<file path="config.mk">
export PLATFORM = sky130hd
export DESIGN_NAME = fila_input_ctrl
export DESIGN_NICKNAME = d
export VERILOG_FILES = /design/src/rtl/fila_input_ctrl.sv
export SDC_FILE = /design/constraint.sdc
export NUM_CORES = 1
export LEC_CHECK = 0
export CAP_MARGIN = 20
export CELL_PAD_IN_SITES_DETAIL_PLACEMENT = 1
export CELL_PAD_IN_SITES_GLOBAL_PLACEMENT = 2
export CORE_UTILIZATION = 30
export DETAILED_ROUTE_END_ITERATION = 7
export PLACE_DENSITY_LB_ADDON = 0.1
export SETUP_SLACK_MARGIN = 0.02
export SYNTH_ARGS = -nofsm -noshare
export SYNTH_HDL_FRONTEND = slang
export SYNTH_SLANG_ARGS = --single-unit
</file>
<file path="constraint.sdc">
create_clock -name clk_10KHz -period 1.4 [get_ports clk_10KHz]
set_input_delay 0.14 -clock clk_10KHz [delete_from_list [all_inputs] [get_ports clk_10KHz]]
set_output_delay 0.14 -clock clk_10KHz [all_outputs]
set_load 0.01 [all_outputs]
</file>
<file path="src/rtl/fila_input_ctrl.sv">
// Queue front end: sync, debounce and edge-detect two push-buttons and issue
// single-cycle, mutually exclusive enqueue/dequeue strobes guarded by len_in.
//
// Ports:
//   clk_10KHz    system clock
//   reset        asynchronous, active-high
//   btn_enq_raw  raw enqueue button
//   btn_deq_raw  raw dequeue button
//   sw_data      data switches, latched on an accepted enqueue
//   len_in       queue occupancy fed back from the queue
//   enqueue_out  one-cycle enqueue strobe
//   dequeue_out  one-cycle dequeue strobe
//   data_out     byte presented to the queue
//   err_full     sticky: last enqueue rejected, queue full
//   err_empty    sticky: last dequeue rejected, queue empty
module fila_input_ctrl #(
    parameter int DEBOUNCE_CYCLES = 4,
    parameter int DEPTH           = 8,
    parameter int DATA_W          = 8
) (
    input  logic              clk_10KHz,
    input  logic              reset,
    input  logic              btn_enq_raw,
    input  logic              btn_deq_raw,
    input  logic [DATA_W-1:0] sw_data,
    input  logic [7:0]        len_in,
    output logic              enqueue_out,
    output logic              dequeue_out,
    output logic [DATA_W-1:0] data_out,
    output logic              err_full,
    output logic              err_empty
);

    localparam int CW = $clog2(DEBOUNCE_CYCLES + 1);
    localparam logic [CW-1:0] CNT_LAST = CW'(DEBOUNCE_CYCLES - 1);

    typedef enum logic [1:0] {
        IDLE,
        ISSUE,
        WAIT_REL
    } state_t;

    state_t state, state_n;

    // Index 0 is the enqueue button, index 1 the dequeue button.
    logic [1:0]    raw;
    logic [1:0]    s1, s2;
    logic [1:0]    lvl, lvl_q;
    logic [1:0]    arm;
    logic [1:0]    rise;
    logic [CW-1:0] cnt  [2];
    logic [CW-1:0] lcnt [2];

    logic              enq_n, deq_n;
    logic [DATA_W-1:0] data_n;
    logic              ef_n, ee_n;
    logic              full, empty;

    assign raw = {btn_deq_raw, btn_enq_raw};

    // A button held through reset must be seen released (synced low for
    // DEBOUNCE_CYCLES cycles) before its rising edge can count as a request.
    always_ff @(posedge clk_10KHz or posedge reset) begin
        if (reset) begin
            s1    <= '0;
            s2    <= '0;
            lvl   <= '0;
            lvl_q <= '0;
            arm   <= '0;
            for (int i = 0; i < 2; i++) begin
                cnt[i]  <= '0;
                lcnt[i] <= '0;
            end
        end else begin
            s1    <= raw;
            s2    <= s1;
            lvl_q <= lvl;
            for (int i = 0; i < 2; i++) begin
                if (s2[i] == lvl[i]) begin
                    cnt[i] <= '0;
                end else if (cnt[i] == CNT_LAST) begin
                    lvl[i] <= ~lvl[i];
                    cnt[i] <= '0;
                end else begin
                    cnt[i] <= cnt[i] + 1'b1;
                end

                if (s2[i]) begin
                    lcnt[i] <= '0;
                end else if (!arm[i]) begin
                    if (lcnt[i] == CNT_LAST) arm[i] <= 1'b1;
                    lcnt[i] <= lcnt[i] + 1'b1;
                end
            end
        end
    end

    assign rise  = lvl & ~lvl_q & arm;
    assign full  = (len_in >= 8'(DEPTH));
    assign empty = (len_in == 8'd0);

    always_ff @(posedge clk_10KHz or posedge reset) begin
        if (reset) begin
            state       <= IDLE;
            enqueue_out <= 1'b0;
            dequeue_out <= 1'b0;
            data_out    <= '0;
            err_full    <= 1'b0;
            err_empty   <= 1'b0;
        end else begin
            state       <= state_n;
            enqueue_out <= enq_n;
            dequeue_out <= deq_n;
            data_out    <= data_n;
            err_full    <= ef_n;
            err_empty   <= ee_n;
        end
    end

    always_comb begin
        state_n = state;
        enq_n   = 1'b0;
        deq_n   = 1'b0;
        data_n  = data_out;
        ef_n    = err_full;
        ee_n    = err_empty;
        unique case (state)
            IDLE: begin
                // Enqueue wins; a simultaneous dequeue edge is dropped.
                if (rise[0]) begin
                    if (!full) begin
                        data_n  = sw_data;
                        enq_n   = 1'b1;
                        ef_n    = 1'b0;
                        ee_n    = 1'b0;
                        state_n = ISSUE;
                    end else begin
                        ef_n    = 1'b1;
                        state_n = WAIT_REL;
                    end
                end else if (rise[1]) begin
                    if (!empty) begin
                        deq_n   = 1'b1;
                        ef_n    = 1'b0;
                        ee_n    = 1'b0;
                        state_n = ISSUE;
                    end else begin
                        ee_n    = 1'b1;
                        state_n = WAIT_REL;
                    end
                end
            end
            ISSUE: begin
                state_n = WAIT_REL;
            end
            WAIT_REL: begin
                if (lvl == 2'b00) state_n = IDLE;
            end
            default: begin
                state_n = IDLE;
            end
        endcase
    end

endmodule

</file>
# Yosys cells after proc, flatten, opt, wreduce, memory -nomap -nowiden

Index checks and enable logic that the tools add are counted.

Input port bits: 20
Output and inout port bits: 12
Word-level logic and storage cells: 87
Bits in registers: 36

Eq/ne operators: 14
Muxes and demuxes: 33
Magnitude comparators: 1
Reduce and logical (&&, ||, !) cells: 10
Bitwise operators: 8
$add $sub $neg: 4

Operator list:

| kind                | number |
|---|---|
| $mux 3              | 8 |
| $mux 1              | 19 |
| $add 3x1->3 const B | 4 |
| $eq 3x2->1 const B  | 4 |
| $mux 2              | 5 |
| $ne 2x2->1 const B  | 5 |
| $reduce_and 3->1    | 3 |
| $ge 8x4->1 const B  | 1 |
| $logic_not 8->1     | 1 |
| $pmux 2 s3          | 1 |
| $reduce_and 2->1    | 3 |
| $not 1->1           | 5 |
| $and 2x2->2         | 2 |
| $logic_not 2->1     | 2 |
| $ne 3x3->1 const B  | 1 |
| $eq 1x1->1          | 2 |
| $eq 2x1->1 const B  | 1 |
| $eq 2x2->1 const B  | 1 |
| $not 2->2           | 1 |
| $reduce_bool 2->1   | 1 |

# Logic depth before layout (Yosys ltp)

Word-level depth: 6
Depth in mapped cells: 6

# Least setup slack after synthesis

OpenSTA, ideal clock, no wires.

Path kind: in2reg
Start: input port len_in[4]
End: register data_out[0]
Slack: -0.112 ns
Cell stages on the path: 5
Buffers on the path: 1
Arrival time: 1.387 ns
Setup time: 0.125 ns
Cell sequence: or4_4 > nor2_4 > and3_1 > buf_6 > mux2_4

Word-level cells in the longest chain between the ends: 3

Ends and longest elaborated chain:

| item                              | RTL line | source |
|---|---|---|
| from (decl)                       | 26       | `input logic [7:0] len_in,` |
| $ge 8x4->1                        | 99       | `assign full = (len_in >= 8'(DEPTH));` |
| $not 1->1 (no source line)        | --       |  |
| $reduce_and 3->1 (no source line) | --       |  |
| to (signal assigned)              | 114      | `data_out <= data_n;` |
| to (decl)                         | 29       | `output logic [DATA_W-1:0] data_out,` |

No other way between the ends.
A chain may end at the register's enable or synchronous reset.

# Worst setup path in the final report

Start: input port len_in[6]
End: register data_out[4]

Same word-level chain as after synthesis.

==> results_tabular.tex <==
\begin{tabular}{lr}
\hline
Metric & Value \\
\hline
\multicolumn{2}{l}{\textbf{Placement}} \\
\quad Gpl congestion & 0.7300 \\
\quad IO Port Bufs & 31 \\
\quad Total placed cells including tap cells & 216 \\
\quad Post-detail-place hpwl & 2081 um \\
\quad Pre-CTS setup slack & -0.6338 ns \\
\multicolumn{2}{l}{\textbf{Synth}} \\
\quad Synth Register Bits & 36 \\
\quad Largest area contributor in the netlist & sky130\_fd\_sc\_hd\_\_dfrtp\_1 \\
\quad Count of warnings emitted by yosys & 0 \\
\quad Post-synthesis instance area & 1484 um\^{}2 \\
\quad Syn avg cell area & 13.13 um\^{}2 \\
\quad Count of mapped cells out of synthesis & 113 \\
\quad Area share of the largest cell type after synthesis & 60.71\% \\
\quad Register area share after synthesis & 60.71\% \\
\quad Share of flip-flops with an asynchronous set or reset after synthesis & 100.0\% \\
\quad Post-synth EDFFs & 0 \\
\quad Count of cell types in the netlist & 27 \\
\quad Synthesized net count & 139 \\
\quad Top cells by area, synth & sky130\_fd\_sc\_hd\_\_dfrtp\_1 61\%, sky130\_fd\_sc\_hd\_\_mux2\_4 8.1\%, sky130\_fd\_sc\_hd\_\_ha\_1 5.1\% \\
\quad Ys flop type & sky130\_fd\_sc\_hd\_\_dfrtp\_1 \\
\multicolumn{2}{l}{\textbf{Routing}} \\
\quad Post-DRT Antenna Nets & 0 \\
\quad Vias after detailed routing & 1003 \\
\quad Vias per cell & 4.361 \\
\quad 1st-pass router iterations & 2 \\
\quad Residual DRC count & 0 \\
\quad Avg WL per Cell & 12.92 um \\
\quad Routed WL & 2972 um \\
\quad Iteration-0 DRC count of the detailed router & 31 \\
\multicolumn{2}{l}{\textbf{Clock network}} \\
\quad Maximum number of buffers from clock root to sink & 2 \\
\quad Clock slew at reported path FFs & 0.07 ns \\
\quad Clock insertion delay at the later pin of the skew report & 0.28 ns \\
\quad Number of hold buffers added after cts & 0 \\
\quad CTS Buf Count & 5 \\
\quad Cell at the root of the clock tree & sky130\_fd\_sc\_hd\_\_clkbuf\_8 \\
\quad H-tree Lvls & 2 \\
\quad CTS sink count & 36 \\
\quad Clock tree from TritonCTS & yes \\
\multicolumn{2}{l}{\textbf{STA}} \\
\quad Hold violation count in the final report & 0 \\
\quad Largest clock skew in the final design & 0.004659 ns \\
\quad Post-route worst hold slack & 0.2059 ns \\
\quad Final setup slack of the worst path & 0.03446 ns \\
\quad Final worst-path cycle share & 97.54\% \\
\quad Setup repair after global routing missed its margin & yes \\
\quad Worst rel slew slack & 75.47\% \\
\quad Fmax & 0.7323 GHz \\
\quad Number of setup violations in the final report & 0 \\
\quad Transition time at the pin with the least slew margin & 0.3646 ns \\
\quad Min Tclk post-route & 1.366 ns \\
\quad Max Slew Vio Count & 0 \\
\multicolumn{2}{l}{\textbf{Critical path}} \\
\quad Kind of end point of the critical path & register \\
\quad Worst Setup Start Kind & primary input \\
\quad Type of the worst setup path & primary input to register \\
\quad CP required & 1.57 ns \\
\quad Critical Path AT & 1.53 ns \\
\quad Critical path fanouts, max & 5 \\
\multicolumn{2}{l}{\textbf{GRT}} \\
\quad Wire length of the first global-routing pass & 5085 um \\
\quad Global-route usage over all layers & 13.10\% \\
\quad GRT Residual Overflow & 0 \\
\quad Pin count of the biggest net entering global routing & 37 \\
\quad Via count of the first global-routing pass & 1095 \\
\quad Antenna violations before repair & 0 \\
\multicolumn{2}{l}{\textbf{Power and ir drop}} \\
\quad Leakage dissipation & 0.001012 uW \\
\quad Total power after layout & 3387 uW \\
\quad Power density normalized to cell area & 1614 nW/um\^{}2 \\
\quad Peak supply drop & 0.0005990 V \\
\multicolumn{2}{l}{\textbf{Floorplan}} \\
\quad Floorplan die width & 72.33 um \\
\quad Floorplan row count & 25 \\
\quad Starting utilization of the core area & 31.21\% \\
\quad Die footprint & 5232 um\^{}2 \\
\quad Core box area & 4755 um\^{}2 \\
\quad IO Count & 32 \\
\quad Vertical die dimension & 72.33 um \\
\multicolumn{2}{l}{\textbf{Final layout}} \\
\quad Filler Cell Count & 526 \\
\quad Synthesis-to-layout area growth & 41.40\% \\
\quad Fraction of final layout cells with drive strength greater than 1 & 25.15\% \\
\quad Post-layout nets & 189 \\
\quad End-of-flow core utilization & 44.13\% \\
\quad Number of diodes & 0 \\
\quad Final standard cell count with taps included and fillers excluded & 230 \\
\multicolumn{2}{l}{\textbf{Status}} \\
\quad Outcome & finished, final reports clean \\
\multicolumn{2}{l}{\textbf{Job}} \\
\quad Number of violations of the max-capacitance limit & 0 \\
\multicolumn{2}{l}{\textbf{Min path}} \\
\quad Hold WC Path Type & primary input to asynchronous set/reset pin \\
\hline
\end{tabular}
worst max-delay path, stage by stage:
cell                     delay, ns
sky130_fd_sc_hd__buf_6        0.09
sky130_fd_sc_hd__or4_4        0.53
sky130_fd_sc_hd__nor2_4       0.12
sky130_fd_sc_hd__and3_4       0.23
sky130_fd_sc_hd__buf_8        0.13
sky130_fd_sc_hd__mux2_4       0.29
worst paths after layout:
check / from / to / slack, ns / depth (start not counted)
min reg2reg: s1[0]$_DFF_PP0_ / s2[0]$_DFF_PP0_ / 0.36 / 0
min: reset / s1[0]$_DFF_PP0_ / 0.21 / 3
max: len_in[6] / data_out[4]$_DFFE_PP0P_ / 0.03 / 6
min in group clk_10KHz: btn_deq_raw / s1[1]$_DFF_PP0_ / 0.30 / 1
max reg2reg: lvl[0]$_DFFE_PP0P_ / data_out[4]$_DFFE_PP0P_ / 0.07 / 5
max in group asynchronous: reset / cnt[2]$_DFF_PP0_ / 1.02 / 3
timing repair:
| item | in CTS | in global routing |
|---|---|---|
| buffers inserted | 4 | 4 |
| resized for setup | 19 | 7 |
| gates cloned | 1 | 0 |
| pin swaps | 2 | 5 |
| endpoints found under the setup margin | 11 | 12 |
per-layer routing:
metal	vias up	GRT usage [%]	part of all wire, %
met4	0	5.229	1.4
met1	489	15.29	43
met5	-	0	0
met3	5	5.139	6.5
li1	482	-	-
met2	27	21.60	49
synth_stat cells (2+ instances only):
master                     number
sky130_fd_sc_hd__xor2_1         2
sky130_fd_sc_hd__nor4_1         2
sky130_fd_sc_hd__xnor2_1        2
sky130_fd_sc_hd__a21o_1         2
sky130_fd_sc_hd__clkbuf_1       2
sky130_fd_sc_hd__inv_1          5
sky130_fd_sc_hd__mux2i_1        3
sky130_fd_sc_hd__nand2_1        3
sky130_fd_sc_hd__ha_1           6
sky130_fd_sc_hd__nor2_1        12
sky130_fd_sc_hd__mux2_4         8
sky130_fd_sc_hd__o21ai_0        4
sky130_fd_sc_hd__a22o_1         2
sky130_fd_sc_hd__nor3b_1        5
sky130_fd_sc_hd__dfrtp_1       36
sky130_fd_sc_hd__nor3_1         4
sky130_fd_sc_hd__mux2_2         2
sky130_fd_sc_hd__a21oi_1        3
sky130_fd_sc_hd__nor2b_1        2
cells in the final DEF, fill, tap and decap left out, drive strengths merged:
cell	count
dfrtp	36
clkdlybuf4s50	24
buf	18
nor2	13
mux2	10
ha	6
clkbuf	6
inv	5
nor3b	5
o21ai	4
nor3	4
a21oi	3
mux2i	3
dlymetal6s2s	3
nand2	3
nor4	2
a22o	2
a21o	2
nor2b	2
xnor2	2
xor2	2
or2	1
or4	1
nand3b	1
o21a	1
or3	1
and3	1
clkinv	1
clkdlybuf4s15	1
kinds of logic after synthesis:
group	after synthesis	share of synthesized area, %
DFF	36	60.71
and+or+nand+nor	34	12.65
muxes	13	11.64
AOI/OAI and AO/OA	12	5.059
buffers and inverters	8	2.530
adders and majority gates	6	5.059
xor gates and xnor gates	4	2.361
through the flow:
step	instance area, um^2	TNS, ns
3_3_place_gp	1944	-6.195
3_5_place_dp	1944	-6.471
5_1_grt	2098	0
2_1_floorplan	1484	-0.8972
4_1_cts	2095	-0.3531
6_report	2098	0
report_power, final:
part	switching [uW]	internal, uW	leakage (uW)	total, uW
registers	177	1330	0.000465	1500
clock network	344	338	0.0000410	682
logic	500	700	0.000506	1200
total	1020	2370	0.00101	3390
cell type report:
type                    count  area, um^2  share of cell area (%)
well taps                  67       83.83                   3.995
clock buffers               6       72.57                   3.459
clock inverters             1       5.005                  0.2385
repair buffers             46       454.2                   21.65
inverters                   5       18.77                  0.8945
flip-flops and latches     36       900.9                   42.93
multi-input cells          69       563.0                   26.83
state kept, by name, summed over array words and instances, names as in the netlist:
register / cells
data_out: 8
err_full: 1
state: 2
lvl: 2
err_empty: 1
enqueue_out: 1
cnt: 6
lvl_q: 2
s2: 2
lcnt: 6
dequeue_out: 1
s1: 2
arm: 2
No activity file was read; power rests on OpenSTA's default activity.
